## src/rtl/enc_pkg.sv

```systemverilog
// rtl/enc_pkg.sv - shared types and helpers for the priority encoder
package enc_pkg;

  typedef enum logic {
    ENC_FIXED = 1'b0,
    ENC_RR    = 1'b1
  } enc_mode_e;

  localparam int ENC_MAX_N   = 64;
  localparam int ENC_MAX_N_W = 6;

  // Callers slice the low N bits; an index at or beyond n yields all zeros.
  function automatic logic [ENC_MAX_N-1:0] onehot_of(input int unsigned idx,
                                                     input int unsigned n);
    onehot_of = '0;
    if (idx < n && idx < ENC_MAX_N) begin
      onehot_of[idx[ENC_MAX_N_W-1:0]] = 1'b1;
    end
  endfunction

endpackage

```

## src/rtl/prio_find_first.sv

```systemverilog
// rtl/prio_find_first.sv - first set bit at or after a start index, wrapping at N
module prio_find_first
  import enc_pkg::*;
#(
  parameter  int N     = 8,
  localparam int IDX_W = $clog2(N)
) (
  input  logic [N-1:0]     i_vec,
  input  logic [IDX_W-1:0] i_start,
  output logic             o_found,
  output logic [IDX_W-1:0] o_idx
);

  // One spare bit so start + offset never overflows before the wrap at N.
  logic [IDX_W:0] w_pos;

  always_comb begin
    o_found = 1'b0;
    o_idx   = '0;
    w_pos   = '0;
    for (int i = 0; i < N; i++) begin
      w_pos = {1'b0, i_start} + (IDX_W+1)'(i);
      if (w_pos >= (IDX_W+1)'(N)) begin
        w_pos = w_pos - (IDX_W+1)'(N);
      end
      if (!o_found && i_vec[w_pos[IDX_W-1:0]]) begin
        o_found = 1'b1;
        o_idx   = w_pos[IDX_W-1:0];
      end
    end
  end

endmodule

```

## src/rtl/prio_encoder_rr.sv

```systemverilog
// rtl/prio_encoder_rr.sv - registered N-input priority encoder with fixed/round-robin modes
module prio_encoder_rr
  import enc_pkg::*;
#(
  parameter  int N     = 8,
  localparam int IDX_W = $clog2(N)
) (
  input  logic             clk,
  input  logic             rst_n,
  input  logic             in_valid,
  output logic             in_ready,
  input  logic [N-1:0]     in_req,
  input  logic             mode_rr,
  output logic             out_valid,
  input  logic             out_ready,
  output logic [IDX_W-1:0] out_idx,
  output logic [N-1:0]     out_onehot,
  output logic             out_none
);

  logic                 r_valid;
  logic [IDX_W-1:0]     r_idx;
  logic [N-1:0]         r_onehot;
  logic                 r_none;
  logic [IDX_W-1:0]     r_ptr;

  enc_mode_e            w_mode;
  logic                 w_accept;
  logic [IDX_W-1:0]     w_start;
  logic                 w_found;
  logic [IDX_W-1:0]     w_idx;
  logic [ENC_MAX_N-1:0] w_onehot_full;

  assign w_mode        = enc_mode_e'(mode_rr);
  assign in_ready      = !r_valid || out_ready;
  assign w_accept      = in_valid && in_ready;
  assign w_start       = (w_mode == ENC_RR) ? r_ptr : '0;
  assign w_onehot_full = onehot_of(32'(w_idx), N);

  prio_find_first #(.N(N)) u_find (
    .i_vec   (in_req),
    .i_start (w_start),
    .o_found (w_found),
    .o_idx   (w_idx)
  );

  always_ff @(posedge clk) begin
    if (!rst_n) begin
      r_valid  <= 1'b0;
      r_idx    <= '0;
      r_onehot <= '0;
      r_none   <= 1'b0;
      r_ptr    <= '0;
    end else if (w_accept) begin
      r_valid  <= 1'b1;
      r_none   <= !w_found;
      r_idx    <= w_found ? w_idx : '0;
      r_onehot <= w_found ? w_onehot_full[N-1:0] : '0;
      // An empty vector grants nobody, so the pointer stays put.
      if (w_mode == ENC_RR && w_found) begin
        r_ptr <= (w_idx == IDX_W'(N-1)) ? '0 : w_idx + 1'b1;
      end
    end else if (out_ready) begin
      r_valid <= 1'b0;
    end
  end

  assign out_valid  = r_valid;
  assign out_idx    = r_idx;
  assign out_onehot = r_onehot;
  assign out_none   = r_none;

endmodule

```

## config.mk

```make
export PLATFORM = sky130hd
export DESIGN_NAME = prio_encoder_rr
export DESIGN_NICKNAME = d
export VERILOG_FILES = /design/src/rtl/enc_pkg.sv /design/src/rtl/prio_find_first.sv /design/src/rtl/prio_encoder_rr.sv
export SDC_FILE = /design/constraint.sdc
export NUM_CORES = 1
export LEC_CHECK = 0
export ABC_AREA = 1
export BUFFER_PORTS_ARGS = -buffer_cell sky130_fd_sc_hd__buf_2
export CORE_ASPECT_RATIO = 1.5
export CORE_MARGIN = 5
export CORE_UTILIZATION = 50
export CTS_BUF_LIST = sky130_fd_sc_hd__clkbuf_4
export DETAILED_ROUTE_END_ITERATION = 7
export GPL_TIMING_DRIVEN = 0
export HOLD_SLACK_MARGIN = 0.05
export MAX_ROUTING_LAYER = met4
export PLACE_DENSITY = 0.72
export RECOVER_POWER = 100
export SETUP_SLACK_MARGIN = 0.15
export SLEW_MARGIN = 20
export SYNTH_ARGS = -nofsm -noshare
export SYNTH_HDL_FRONTEND = slang
export SYNTH_SLANG_ARGS = --single-unit
```

## constraint.sdc

```tcl
create_clock -name clk -period 2.8 [get_ports clk]
set_input_delay 0.28 -clock clk [delete_from_list [all_inputs] [get_ports clk]]
set_output_delay 0.28 -clock clk [all_outputs]
set_load 0.05 [all_outputs]
```

Word-level counts from Yosys, hierarchy flattened
Cells that the tools add are included.
Operators by class
  reductions and logical operators: 22
  add/sub/neg operators: 16
  magnitude comparators: 18
  muxes and demuxes: 48
  equality and inequality tests: 1
Operators with widths (number)
  3-bit 2-to-1 mux: 19
  3-bit by 4-bit < comparator with 1-bit output, second input constant: 8
  4-bit >= comparator, second input constant: 7
  1-bit binary-select mux with 3-bit select: 8
  3-bit by 1-bit subtractor with 3-bit output, second input constant: 8
  1-bit 2-to-1 mux: 19
  3-bit by 3-bit adder with 4-bit output, second input constant: 4
  1-bit logical AND: 10
  1-bit zero test: 9
  3-bit by 2-bit adder with 4-bit output, second input constant: 2
  8-bit 2-to-1 mux: 1
  3-bit by 7-bit < comparator with 1-bit output, second input constant: 1
  3-bit by 1-bit adder with 4-bit output, second input constant: 1
  3-bit by 4-bit >= comparator with 1-bit output, second input constant: 1
  3-bit by 1-bit adder with 3-bit output, second input constant: 1
  1-bit demux with 3-bit select: 1
  3-bit equality test, second input constant: 1
  3-bit by 1-bit >= comparator with 1-bit output, second input constant: 1
  2-bit AND reduction: 1
  2-bit nonzero test: 1
  1-bit logical OR: 1
Word-level totals
  word-level logic and storage cells: 110
  output and inout port bits: 14
  register bits after elaboration: 16

Logic depth before layout (Yosys ltp)
Gate-level depths: netlist (run 1).
  depth in word-level cells: 32
  mapped depth: 23
  depth with buffers taken out: 21

By module
Synthesis (run 1) repeated with hierarchy kept, for this count alone.
Second synthesis, totals
  cell total of the unflattened synthesis: 247
  area total of the unflattened synthesis: 1506.4 sq um
Modules (own cells, without submodules)
  prio_encoder_rr: area each 759.5 sq um, instances 1, cells an instance 111
  prio_find_first: area each 747.0 sq um, instances 1, cells an instance 136

Worst setup path before layout (run 1)
No wires, ideal clock.
  path type: flip-flop to flip-flop
  start: reg r_ptr[0]
  end: reg r_ptr[1]
  arrival time: 2.459 ns
  period minus slack after synthesis: 2.576 ns
  stages on the path, launching flop included: 19
  setup slack: 0.224 ns
  buffers on the path: 2
  cell sequence: dfxtp_1 > buf_6 > nand2_4 > buf_6 > ha_1 > inv_1 > nand3_2 > nand3_1 > nand2_1 > nor2_2 > nand4_4 > nor2_4 > nand3_2 > nand3_1 > nand2_1 > inv_1 > ha_1 > o21ai_1 > a21oi_1
Between the ends
  word-level cells in the longest chain between the ends: 29
  elaborated cells on any way between the ends: 83
  classes of those cells: add/sub (16); order compare (8); eq/ne (1); mux (42); reduce/logical (16)
RTL lines
  start, declared: line prio_encoder_rr.sv:25  | logic [IDX_W-1:0] r_ptr;
  start signal, assigned: line prio_encoder_rr.sv:61  | r_ptr <= (w_idx == IDX_W'(N-1)) ? '0 : w_idx + 1'b1;
  3-bit 2-to-1 mux (*): line prio_encoder_rr.sv:37  | assign w_start = (w_mode == ENC_RR) ? r_ptr : '0;
  parallel branches: the longest is 28 deep, another holds 3-bit by 1-bit adder with 4-bit output
Every way passes the cells marked *. The select of a mux whose other input is x is not followed.
A chain may end at the register's enable or synchronous reset.

Worst setup path after layout (run 1)
  start: reg r_ptr[0]
  end: reg r_onehot[4], in the netlist out_onehot[4]
Between the ends
  word-level cells in the longest chain between the ends: 32
  elaborated cells on any way between the ends: 84
  classes of those cells: add/sub (15); order compare (10); mux (44); reduce/logical (15)
RTL lines
  3-bit 2-to-1 mux (*): line prio_encoder_rr.sv:37
  parallel branches: the longest is 30 deep, another holds 3-bit by 1-bit adder with 4-bit output
  8-bit 2-to-1 mux (*): line prio_encoder_rr.sv:58  | r_onehot <= w_found ? w_onehot_full[N-1:0] : '0;
  end signal, assigned: line prio_encoder_rr.sv:58
  end, declared: line prio_encoder_rr.sv:23  | logic [N-1:0] r_onehot;
Marks and branches as above.

==> flow_summary.json, run 1 <==
{
  "synth-seq-area-share_pct": 19.66,
  "grt_pass1_wl_um": 7652,
  "setup_viol": 0,
  "start_util_pct": 51.56,
  "synthToLayoutAreaGrowth_pct": 29.95,
  "synth.distinct_cells": 26,
  "post-route-util_pct": 67.01,
  "critical_path.slowest_cell": "dfxtp_2",
  "die_w_um": 56.61,
  "whs_endpoint": "r_ptr[1]",
  "tightest_slew_ns": 0.5998,
  "max_freq_mhz": 390.0,
  "cpMostUsedCell": "nand2_2",
  "n_antenna_cell": 0,
  "min_from": "rst_n",
  "dieArea_um2": 4523,
  "drive_gt1_share_pct": 30.22,
  "antenna_found_initial": 0,
  "p_leak_uw": 0.001037,
  "clk_pin_slew_ns": 0.08,
  "reg2reg_to": "out_onehot[4]",
  "power_uw": 891.4,
  "drt_pass1_iterations": 4,
  "fp.dieH_um": 79.91,
  "path_buf_inv": 5,
  "setup_slack_ns": 0.2357,
  "finalNetCount": 338,
  "postRouteAntennaNets": 0,
  "crit_fanout": 8,
  "synth_ff_type": "dfxtp_1",
  "status": "finished clean",
  "grt_pass1_vias": 1820,
  "cp_num_cells": 20,
  "arrival_ns": 2.77,
  "track_usage_pct": 21.41,
  "ys_seq_elements": 16,
  "r2r_slack_ns": 0.24,
  "synth_nets": 290,
  "layout_common_cells": "nand2_1 (78), nand3_1 (35), nor2_1 (27), inv_1 (26), buf_4 (18)",
  "place.gp.congestion": 0.9055,
  "clk_latency_ns": 0.28,
  "dpl.cell_count": 340,
  "viasPerCell": 5.366,
  "placement.io_buffers": 25,
  "period_share_pct": 91.58,
  "worstReg2RegStart": "r_ptr[0]",
  "design.core.area_um2": 3159,
  "synth_cells": 275,
  "wl_per_cell_um": 13.18,
  "hold_violations": 0,
  "numCtsBuffers": 3,
  "synth_edf_count": 0,
  "syn_area_um2": 1629,
  "ir_worst_vdd_v": 0.0003316,
  "crit_start": "r_ptr[0]",
  "async_flop_share_pct": 0,
  "pre_cts_ws_ns": -0.1587,
  "first_iter_violations": 108,
  "syn_area_per_cell_um2": 5.924,
  "hp-class": "in2reg",
  "final_cells": 361,
  "criticalPathCategory": "reg2reg",
  "htreeDepth": 1,
  "worstPathCellList": "buf_6 -> nand2_4 -> buf_12 -> ha_4 -> inv_4 -> nand3_4 -> nand2_2 -> nand2_1 -> nand2_2 -> nand2_2 -> nor2_4 -> buf_4 -> nand3b_1 -> nand3_1 -> nor2_2 -> nand3_4 -> buf_4 -> nor2_2 -> nand2_1 -> a21oi_1",
  "crit_path_max_incr_delay_ns": 0.33,
  "rows": 25,
  "holdPathStages": 3,
  "num_vias": 1937,
  "wl_um": 4757,
  "cts_buffer_depth": 2,
  "cts_tree": "yes",
  "required_ns": 3.01,
  "rsz0062_at_grt": "yes",
  "overflow": 0,
  "cts_sinks": 16,
  "p_per_area_nw_per_um2": 421.1,
  "drv_slew": 0,
  "cp-end-kind": "register",
  "pin_count": 27,
  "min_period_ns": 2.564,
  "synth_warnings": 0,
  "slew_headroom_pct": 60.19,
  "drcViolationCount": 0,
  "grt_max_degree": 11,
  "finClkSkew_ns": 0.004607,
  "rr_worst_depth": 20,
  "max_cap_viol_count": 0,
  "root_buffer": "clkbuf_4",
  "hpwl_um": 3431,
  "ctsHoldBuffers": 0,
  "start_kind": "register",
  "crit_family": "simple AND/OR/NAND/NOR gates",
  "mostFrequentLayoutCell": "nand2_1",
  "hold-worst-slack_ns": 0.2539
}
-- flip-flops by register name, indices dropped and copies added (netlist names) --
name and flops:
out_valid 1, out_idx 3, r_ptr 3, out_none 1, out_onehot 8
-- synthesized netlist by cell type, types with 5 or more instances --
cell / instances / area, µm²
nand2_1: 83 / 311.6
nand3_1: 45 / 225.2
nor2_1: 29 / 108.9
inv_1: 28 / 105.1
dfxtp_1: 16 / 320.3
a21oi_1: 13 / 65.06
nand2_2: 10 / 62.56
nand3_2: 9 / 90.09
buf_6: 6 / 67.56
nand4_1: 6 / 37.54
o21ai_1: 5 / 25.02
-- per-layer routing --
metal | vias up | track usage [%] | share of wire, %
li1 | 974 | - | -
met2 | 71 | 38.19 | 52
met4 | 0 | 13.30 | 4.5
met3 | 22 | 1.456 | 4.0
met5 | - | - | 0
met1 | 870 | 22.62 | 40
-- where the power goes --
part	leakage, µW	internal (µW)	switching (µW)
registers	0.000132	246	11.3
logic	0.000892	180	339
clock network	0.0000138	49.9	65.2
-- cell families after synthesis --
group                    Yosys count  share of synthesized area, %
adder cells (fa/ha/maj)            2                         1.536
XOR/XNOR                           1                        0.9987
flip-flops                        16                         19.66
AND/OR/NAND/NOR                  194                         58.68
buffers and inverters             41                         12.44
AO/OA/AOI/OAI                     21                         6.682
-- final cells by class --
cell class | count | area (µm²)
flip-flops and latches | 16 | 325.3
repair buffers | 43 | 239.0
well taps | 40 | 50.05
plain buffers | 8 | 91.34
inverters | 33 | 126.4
clock buffers | 3 | 22.52
multi-input cells | 218 | 1262
fillers | 324 | 1042
-- worst max path at each step --
stage | to | slack, ns
floorplan | r_ptr[1] | 0.22
global placement | r_ptr[2] | -0.14
detailed placement | r_ptr[2] | -0.16
CTS | r_ptr[2] | 0.16
global route | out_onehot[6] | 0.06
finish | out_onehot[4] | 0.24
-- repair_timing --
action | 4_1_cts | 5_1_grt
endpoints found under the setup margin | 10 | 11
resized for setup | 9 | 32
setup buffers | 3 | 15
hold endpoints to repair | 0 | 0
pin swaps | 2 | 12
-- worst register-to-register path, cell delays in order (launching register included) --
cell and delay (ns):
dfxtp_2 0.33, buf_6 0.10, nand2_4 0.06, buf_12 0.14, ha_4 0.33, inv_4 0.07, nand3_4 0.10, nand2_2 0.06
nand2_1 0.07, nand2_2 0.07, nand2_2 0.09, nor2_4 0.05, buf_4 0.14, nand3b_1 0.08, nand3_1 0.11, nor2_2 0.14
nand3_4 0.13, buf_4 0.16, nor2_2 0.10, nand2_1 0.07, a21oi_1 0.12
-- per-stage QoR --
step,TNS (ns),area (µm²)
2_1_floorplan,0,1629
3_3_place_gp,-0.2637,1804
3_5_place_dp,-0.2840,1804
4_1_cts,0,1891
5_1_grt,0,2117
6_report,0,2117
Note: power is estimated with default switching activity, not from simulation.
==> inputs of run 2 (changes only) <==
--- a/config.mk
+++ b/config.mk
@@ -9,13 +9,13 @@
 export BUFFER_PORTS_ARGS = -buffer_cell sky130_fd_sc_hd__buf_2
 export CORE_ASPECT_RATIO = 1.5
 export CORE_MARGIN = 5
-export CORE_UTILIZATION = 50
+export CORE_UTILIZATION = 58
 export CTS_BUF_LIST = sky130_fd_sc_hd__clkbuf_4
 export DETAILED_ROUTE_END_ITERATION = 7
 export GPL_TIMING_DRIVEN = 0
 export HOLD_SLACK_MARGIN = 0.05
 export MAX_ROUTING_LAYER = met4
-export PLACE_DENSITY = 0.72
+export PLACE_DENSITY = 0.82
 export RECOVER_POWER = 100
 export SETUP_SLACK_MARGIN = 0.15
 export SLEW_MARGIN = 20
==> run 2 against run 1 <==
Net effect:
- routed wire length increased by 8.5%
- non-clock buffer count stayed put
- critical path depth fell by 3
==> flow_summary.json, run 2 (synthesis results as in run 1) <==
{
  "rows": 23,
  "post-route-util_pct": 81.63,
  "clk_latency_ns": 0.28,
  "viasPerCell": 5.701,
  "seqCellArea_um2": 324.1,
  "root_buffer": "clkbuf_4",
  "hp-class": "in2reg",
  "hold_violations": 0,
  "place.gp.congestion": 0.9739,
  "placement.io_buffers": 25,
  "finClkSkew_ns": 0.002385,
  "crit_path_max_incr_delay_ns": 0.31,
  "antenna_found_initial": 0,
  "cpMostUsedCell": "nand3_1",
  "layout_common_cells": "nand2_1 (73), nand3_1 (34), inv_1 (25), nor2_1 (25), nand2_2 (19)",
  "dieArea_um2": 3990,
  "grt_max_degree": 11,
  "grt_pass1_vias": 1818,
  "crit_fanout": 10,
  "multi_input_area_um2": 1325,
  "path_buf_inv": 5,
  "crit_family": "simple AND/OR/NAND/NOR gates",
  "status": "finished clean",
  "cts_sinks": 16,
  "n_antenna_cell": 0,
  "drv_slew": 0,
  "htreeDepth": 1,
  "synthToLayoutAreaGrowth_pct": 34.10,
  "slew_headroom_pct": 59.64,
  "mostFrequentLayoutCell": "nand2_1",
  "period_share_pct": 91.27,
  "clk_pin_slew_ns": 0.08,
  "critical_path.slowest_cell": "dfxtp_1",
  "grt_pass1_wl_um": 7548,
  "pin_count": 27,
  "arrival_ns": 2.74,
  "dpl.cell_count": 337,
  "wl_per_cell_um": 14.42,
  "cts_buffer_depth": 2,
  "ir_worst_vdd_v": 0.0003389,
  "rsz0062_at_grt": "yes",
  "drive_gt1_share_pct": 32.71,
  "setup_viol": 0,
  "fin_area_um2": 2185,
  "tightest_slew_ns": 0.6081,
  "largest_register_ffs": 8,
  "hpwl_um": 3414,
  "max_cap_viol_count": 0,
  "die_w_um": 53.27,
  "fp.dieH_um": 74.91,
  "final_cells": 358,
  "max_freq_mhz": 391.3,
  "drcViolationCount": 0,
  "p_per_area_nw_per_um2": 429.2,
  "criticalPathCategory": "reg2reg",
  "num_vias": 2041,
  "start_kind": "register",
  "p_leak_uw": 0.001056,
  "numCtsBuffers": 3,
  "wl_um": 5163,
  "cp-end-kind": "register",
  "fill_cells": 202,
  "min_period_ns": 2.556,
  "power_uw": 937.5,
  "overflow": 0,
  "required_ns": 2.98,
  "finalNetCount": 338,
  "start_util_pct": 60.87,
  "first_iter_violations": 84,
  "track_usage_pct": 25.68,
  "design.core.area_um2": 2676,
  "postRouteAntennaNets": 0,
  "drt_pass1_iterations": 4,
  "cts_tree": "yes",
  "worstPathCellList": "buf_6 -> buf_4 -> buf_6 -> nand3_1 -> nand3_1 -> nand3_1 -> nand2_1 -> inv_2 -> nand4_4 -> nor2_4 -> nand3_2 -> nand3_2 -> nand2_1 -> inv_2 -> ha_4 -> o21ai_1 -> a21oi_1",
  "placed_area_um2": 1800
}
run 2: cell types whose count changed in the layout (fill, tap and decap cells not counted), sizes merged:
cell    previous run  this run
buf               35        36
clkbuf            19        18
run 2: power breakdown:
group	leakage, µW	switching [µW]	total (µW)	internal (µW)
Clock	0.0000138	67.1	117	50.0
Sequential	0.000131	10.8	256	245
Combinational	0.000911	367	564	197
run 2: metrics by stage:
stage / worst slack (ns) / hold WS [ns] / setup TNS (ns)
after floorplan: 0.2236 / 0.4218 / 0
after global placement: -0.1419 / 0.4517 / -0.2779
after detailed placement: -0.1393 / 0.4517 / -0.2756
after CTS: 0.1925 / 0.2516 / 0
after global routing: 0.04497 / 0.2444 / 0
final: 0.2444 / 0.2595 / 0
run 2: area by class of cell:
cell class,count,area share (%)
multi-input combinational,218,60.65
sequential,16,14.83
timing repair buffer,43,11.28
inverter,33,5.899
buffer,8,4.181
tap,37,2.119
clock buffer,3,1.031
run 2: repair_timing:
item | CTS | global route
pin swaps | 4 | 17
resized for setup | 10 | 46
setup endpoints to repair | 11 | 12
setup buffers | 4 | 14
cloned | 0 | 0
hold buffers | 0 | 0
run 2: tightest hold or removal path, delay by kind of cell:
family | cells | cell delay [ns]
buf+inv | 1 | 0.12
compound gates | 2 | 0.11
run 2: path summary, 6_finish.rpt:
kind	from	endpoint	slack, ns	depth (start not counted)
setup / recovery	r_ptr[0]	r_ptr[1]	0.24	17
hold / removal	rst_n	r_ptr[1]	0.26	3
setup reg to reg	r_ptr[0]	r_ptr[1]	0.24	17
hold reg to reg	out_onehot[4]	out_onehot[4]	0.47	2
run 2: per-layer routing:
layer / up-vias / share of wire (%) / global-route usage (%) / wire, µm
met5: - / 0 / - / 0
met4: 0 / 5.0 / 13.64 / 259
met3: 27 / 4.9 / 0.9901 / 253
met2: 84 / 53 / 47.48 / 2733
met1: 949 / 37 / 26.59 / 1916
li1: 981 / - / - / -
